===== src/rtl/atomrvcore_pkg.sv =====
// Shared types, sizes and helpers for the atomrvcore DCCM arbiter.
// The byte-lane width is derived from the 32-bit DCCM word.
package atomrvcore_pkg;

    localparam int NUM_PORTS      = 2;
    localparam int DCCM_DATAWIDTH = 32;
    localparam int BE_WIDTH       = DCCM_DATAWIDTH / 8;

    typedef enum logic [1:0] {
        IDLE,
        RD_WAIT,
        RMW_RD,
        RMW_WR
    } dccm_arb_state_e;

    function automatic logic [DCCM_DATAWIDTH-1:0] be_merge(
        input logic [DCCM_DATAWIDTH-1:0] old_data,
        input logic [DCCM_DATAWIDTH-1:0] new_data,
        input logic [BE_WIDTH-1:0]       be
    );
        logic [DCCM_DATAWIDTH-1:0] merged;
        merged = old_data;
        for (int i = 0; i < BE_WIDTH; i++) begin
            if (be[i]) begin
                merged[8*i +: 8] = new_data[8*i +: 8];
            end
        end
        return merged;
    endfunction

endpackage


===== src/rtl/atomrvcore_prio_arb.sv =====
// Two-way fixed-priority arbiter: port 0 wins unless port 1 has lost
// STARVE_LIMIT consecutive arbitration cycles, which forces one port 1 grant.
module atomrvcore_prio_arb
    import atomrvcore_pkg::*;
#(
    parameter int STARVE_LIMIT = 4
) (
    input  logic                 clk_i,
    input  logic                 rst_ni,
    input  logic                 en_i,
    input  logic [NUM_PORTS-1:0] valid_i,
    output logic [NUM_PORTS-1:0] grant_o
);

    localparam int CW = $clog2(STARVE_LIMIT + 1);

    logic [CW-1:0] starve_cnt_q, starve_cnt_d;
    logic          force_p1;

    always_comb begin
        grant_o      = '0;
        starve_cnt_d = starve_cnt_q;
        force_p1     = (starve_cnt_q == CW'(STARVE_LIMIT));
        if (en_i) begin
            if (valid_i[1] && (force_p1 || !valid_i[0])) begin
                grant_o[1] = 1'b1;
            end else if (valid_i[0]) begin
                grant_o[0] = 1'b1;
            end
            // A losing port 1 can only be below the limit, so no saturation needed.
            if (grant_o[1]) begin
                starve_cnt_d = '0;
            end else if (valid_i[1]) begin
                starve_cnt_d = starve_cnt_q + 1'b1;
            end
        end
    end

    always_ff @(posedge clk_i or negedge rst_ni) begin
        if (!rst_ni) begin
            starve_cnt_q <= '0;
        end else begin
            starve_cnt_q <= starve_cnt_d;
        end
    end

endmodule


===== src/rtl/atomrvcore_dccm_arbiter.sv =====
// Shares the single-port, word-write-only DCCM between the LSU (port 0) and a
// DMA/debug master (port 1); sub-word stores become read-modify-write sequences.
module atomrvcore_dccm_arbiter
    import atomrvcore_pkg::*;
#(
    parameter int DATAWIDTH    = 32,
    parameter int STARVE_LIMIT = 4
) (
    input  logic                                 clk_i,
    input  logic                                 rst_ni,
    input  logic [NUM_PORTS-1:0]                 req_valid_i,
    output logic [NUM_PORTS-1:0]                 req_ready_o,
    input  logic [NUM_PORTS-1:0]                 req_we_i,
    input  logic [NUM_PORTS-1:0][BE_WIDTH-1:0]   req_be_i,
    input  logic [NUM_PORTS-1:0][DATAWIDTH-1:0]  req_addr_i,
    input  logic [NUM_PORTS-1:0][DATAWIDTH-1:0]  req_wdata_i,
    output logic [NUM_PORTS-1:0]                 rsp_valid_o,
    output logic [DATAWIDTH-1:0]                 rsp_rdata_o,
    output logic [DATAWIDTH-1:0]                 mem_addr_o,
    output logic                                 mem_rd_en_o,
    output logic                                 mem_wr_en_o,
    output logic [DATAWIDTH-1:0]                 mem_wdata_o,
    input  logic [DATAWIDTH-1:0]                 mem_rdata_i
);

    dccm_arb_state_e       state_q, state_d;
    logic                  owner_q, owner_d;
    logic [DATAWIDTH-1:0]  addr_q, addr_d;
    logic [BE_WIDTH-1:0]   be_q, be_d;
    logic [DATAWIDTH-1:0]  wdata_q, wdata_d;
    logic [DATAWIDTH-1:0]  rdata_q, rdata_d;

    logic [NUM_PORTS-1:0]  grant;
    logic                  sel;
    logic [DATAWIDTH-1:0]  grant_addr;
    logic [BE_WIDTH-1:0]   grant_be;
    logic                  unused_addr_bits;

    assign unused_addr_bits = ^{req_addr_i[0][1:0], req_addr_i[1][1:0]};

    atomrvcore_prio_arb #(
        .STARVE_LIMIT (STARVE_LIMIT)
    ) u_prio_arb (
        .clk_i   (clk_i),
        .rst_ni  (rst_ni),
        .en_i    (state_q == IDLE),
        .valid_i (req_valid_i),
        .grant_o (grant)
    );

    always_comb begin
        state_d     = state_q;
        owner_d     = owner_q;
        addr_d      = addr_q;
        be_d        = be_q;
        wdata_d     = wdata_q;
        rdata_d     = rdata_q;
        req_ready_o = '0;
        rsp_valid_o = '0;
        rsp_rdata_o = '0;
        mem_addr_o  = '0;
        mem_rd_en_o = 1'b0;
        mem_wr_en_o = 1'b0;
        mem_wdata_o = '0;
        sel         = grant[1];
        grant_addr  = {req_addr_i[sel][DATAWIDTH-1:2], 2'b00};
        grant_be    = req_be_i[sel];

        unique case (state_q)
            IDLE: begin
                req_ready_o = grant;
                if (|grant) begin
                    mem_addr_o = grant_addr;
                    owner_d    = sel;
                    addr_d     = grant_addr;
                    if (!req_we_i[sel]) begin
                        mem_rd_en_o = 1'b1;
                        state_d     = RD_WAIT;
                    end else if (&grant_be) begin
                        mem_wr_en_o = 1'b1;
                        mem_wdata_o = req_wdata_i[sel];
                    end else if (|grant_be) begin
                        // Partial store: fetch the old word first, merge later.
                        mem_rd_en_o = 1'b1;
                        be_d        = grant_be;
                        wdata_d     = req_wdata_i[sel];
                        state_d     = RMW_RD;
                    end
                end
            end
            RD_WAIT: begin
                mem_addr_o           = addr_q;
                rsp_valid_o[owner_q] = 1'b1;
                rsp_rdata_o          = mem_rdata_i;
                state_d              = IDLE;
            end
            RMW_RD: begin
                mem_addr_o = addr_q;
                rdata_d    = mem_rdata_i;
                state_d    = RMW_WR;
            end
            RMW_WR: begin
                mem_addr_o  = addr_q;
                mem_wr_en_o = 1'b1;
                mem_wdata_o = be_merge(rdata_q, wdata_q, be_q);
                state_d     = IDLE;
            end
            default: begin
                state_d = IDLE;
            end
        endcase
    end

    always_ff @(posedge clk_i or negedge rst_ni) begin
        if (!rst_ni) begin
            state_q <= IDLE;
            owner_q <= 1'b0;
            addr_q  <= '0;
            be_q    <= '0;
            wdata_q <= '0;
            rdata_q <= '0;
        end else begin
            state_q <= state_d;
            owner_q <= owner_d;
            addr_q  <= addr_d;
            be_q    <= be_d;
            wdata_q <= wdata_d;
            rdata_q <= rdata_d;
        end
    end

endmodule


===== config.mk =====
export PLATFORM = sky130hd
export DESIGN_NAME = atomrvcore_dccm_arbiter
export DESIGN_NICKNAME = d
export VERILOG_FILES = /design/src/rtl/atomrvcore_pkg.sv /design/src/rtl/atomrvcore_prio_arb.sv /design/src/rtl/atomrvcore_dccm_arbiter.sv
export SDC_FILE = /design/constraint.sdc
export NUM_CORES = 1
export LEC_CHECK = 0
export CORE_UTILIZATION = 48
export CTS_BUF_LIST = sky130_fd_sc_hd__clkbuf_4
export CTS_CLUSTER_SIZE = 10
export DETAILED_ROUTE_END_ITERATION = 10
export GPL_ROUTABILITY_DRIVEN = 0
export HOLD_SLACK_MARGIN = 0.08
export PLACE_DENSITY = 0.89
export REMOVE_ABC_BUFFERS = 1
export SETUP_SLACK_MARGIN = 0.2
export SYNTH_ARGS = -nofsm -noshare
export SYNTH_HDL_FRONTEND = slang
export SYNTH_HIERARCHICAL = 1
export SYNTH_SLANG_ARGS = --single-unit

===== constraint.sdc =====
create_clock -name clk_i -period 5 [get_ports clk_i]
set_input_delay 1.25 -clock clk_i [delete_from_list [all_inputs] [get_ports clk_i]]
set_output_delay 1.25 -clock clk_i [all_outputs]
set_load 0.01 [all_outputs]

==> flow_metrics.tcl <==
set metrics [dict create \
    status "complete, no violations" \
    routed_via_density 5.53 \
    yosysSeqAreaShare_pct 39.9 \
    setup_viol 0 \
    fin_crit_ns 4.82 \
    crit_arrival_ns 3.57 \
    syn_area_per_cell_um2 10.4 \
    numCtsBuffers 9 \
    clock_latency_ns 0.45 \
    area_growth_pct 51.0 \
    io_buffers 269 \
    synth_common_cells "104 x dfrtp_1, 98 x mux2_2, 68 x nor2_1, 41 x clkbuf_1, 36 x nand2_1" \
    yosysTopAreaCellShare_pct 39.9 \
    wl_mm 19.9 \
    dp_cells 1049 \
    grt_pass1_vias 6046 \
    die_height_um 119 \
    final_cell_count_no_fill 1075 \
    peakVddDrop_mv 0.318 \
    cts_tree "done" \
    yosys_register_bits 104 \
    p_leak_nw 4.44 \
    yosysMostFrequentCell "dfrtp_1" \
    synth_top_flop_cell "dfrtp_1" \
    rsz0062_at_grt "true" \
    async_reset_ff_share_pct 100 \
    fillers 927 \
    ios 276 \
    post_drt_wl_per_cell_um 18.5 \
    synth_cells 627 \
    route.detailed.drc 0 \
    clk_pin_slew_ns 0.15 \
    hold_viol 0 \
    cp_data_required_time_ns 3.75 \
    die_w_um 119 \
    start_util_pct 49.2 \
    multi_input_area_um2 3720 \
    yosys.area.top_type "dfrtp_1" \
    synthesis.area_um2 6520 \
    die-area_um2 14100 \
    drv_slew 0 \
    drv_cap 0 \
    synth_edf_count 0 \
    clkSinkCount 104 \
    max_freq_mhz 207 \
    num_vias 5942 \
    grt_use_total_pct 28.2 \
    cts_root_buffer "clkbuf_4" \
    crit_type "primary input to primary output" \
    coreArea_um2 13200 \
    first_pass_iters 4 \
    powerDensity_nw_per_um2 500 \
    final-seq-area_um2 2600 \
    synth_cell_types 34 \
    holdCritPathClass "flop to flop" \
    place.detailed.hpwl_mm 13.5 \
    nets 1075 \
    crit_chain "clkdlybuf4s50_1, a21boi_4, nor2_4, buf_12, buf_4, mux2i_4, nor2_4, buf_16, buf_6, a32oi_1, nor2_1, dlygate4sd2_1" \
    antenna_found_initial 0 \
    max_stage_delay_ns 0.49 \
    min_period_over_period_pct 96.4 \
    ant_nets 0 \
    fin_skew_ns 0.0106 \
    num_antenna_cells 0 \
    p_total_mw 4.92 \
    end_kind "primary output" \
    cpMostUsedCell "nor2_4" \
    slowest_stage "clkdlybuf4s50_1" \
    clock_path_buffers 2 \
    overflow 0 \
    worst-path-max-fanout 9 \
    final_util_pct 74.4 \
    grt_pass1_wl_mm 31.3 \
    num_rows 42 \
    drive_above_1_share_pct 23.7 \
    synth_top_cells_by_area "dfrtp_1 40%, mux2_2 17%, mux2_4 7.4%" \
    holdBufCountCts 0 \
    synth_warnings 6 \
    start_kind "primary input" \
    worst_pin_slew_ns 0.878 \
    htree_levels 3 \
    first_iter_violations 341 \
    grt_max_degree 68 \
    slew_headroom_pct 41.5 \
]
==> through the flow <==
step           TNS [ns]  hold slack (ns)  setup slack (ns)  cell area, um^2
2_1_floorplan   -723.27            0.451             -6.95             6250
3_3_place_gp      -1.35            0.464            -0.143             9500
3_5_place_dp      -1.71            0.474            -0.190             9500
4_1_cts               0            0.507            0.0369             9750
5_1_grt               0            0.537            0.0998             9850
6_report              0            0.502             0.179             9850
==> critical path: cells and delay by family <==
kind | cells | cell delay [ns]
AOI/OAI and AO/OA | 2 | 0.32
and+or+nand+nor | 3 | 0.38
buffers and inverters | 6 | 1.41
muxes | 1 | 0.20
==> cells in the final DEF (no fill, tap or decap), types with 23 or more instances in the layout <==
cell             synthesis  routed
nor2_1                  68      66
buf_4                    3      36
dlygate4sd2_1            0      23
nand2_1                 36      36
a21oi_1                 31      30
dfrtp_1                104     104
clkdlybuf4s50_1          0     204
mux2_4                  32      32
a22oi_1                 30      30
dlymetal6s2s_1           0      26
a32oi_1                 32      32
and2_1                  34      34
mux2_2                  98      98
mux2i_1                 31      30
==> area by class of cell <==
cell class,count,share of cell area (%)
multi-input combinational,461,37.8
timing repair buffer,313,31.8
sequential,104,26.4
tap,176,2.24
clock inverter,6,0.851
clock buffer,10,0.762
inverter,5,0.191
==> final timing paths <==
kind,from,endpoint,slack [ns],cells after the start
max reg2reg,state_q[0],wdata_q[2],1.43,12
max in group asynchronous,rst_ni,wdata_q[27],3.06,2
min,addr_q[23],addr_q[23],0.50,2
min in group asynchronous,rst_ni,wdata_q[4],0.87,1
min reg2reg,addr_q[23],addr_q[23],0.50,2
max,req_valid_i[0],mem_wdata_o[26],0.18,12
==> metal layers <==
layer	track usage, %	share of wire (%)
met1	35.5	41
met2	48.0	50
met3	6.32	7.1
met4	9.10	1.8
met5	0	0
==> sequential cells by signal, indices dropped and copies added (netlist names) <==
name                     flops
addr_q                      30
rdata_q                     32
u_prio_arb/starve_cnt_q      3
state_q                      2
wdata_q                     32
owner_q                      1
be_q                         4
==> logic make-up after synthesis <==
kind of cell             Yosys count  share of synthesized area [%]
multiplexers                     167                           30.1
AND/OR/NAND/NOR                  147                           10.2
AO/OA/AOI/OAI                    137                           14.0
flip-flops                       104                           39.9
buffers and inverters             64                           4.43
adder cells (fa/ha/maj)            7                           1.34
other                              1                         0.0575
==> report_power, final <==
part	switching [mW]	internal [mW]
registers	0.276	1.25
clock network	0.287	0.208
logic	1.32	1.58
total	1.88	3.04
==> what timing repair did <==
action | in CTS | in global routing
endpoints found under the hold margin | 0 | 0
setup buffers | 6 | 1
resized for setup | 44 | 55
cloned | 2 | 1
pin swaps | 3 | 1
endpoints found under the setup margin | 64 | 49
(Power assumes the default switching activity.)
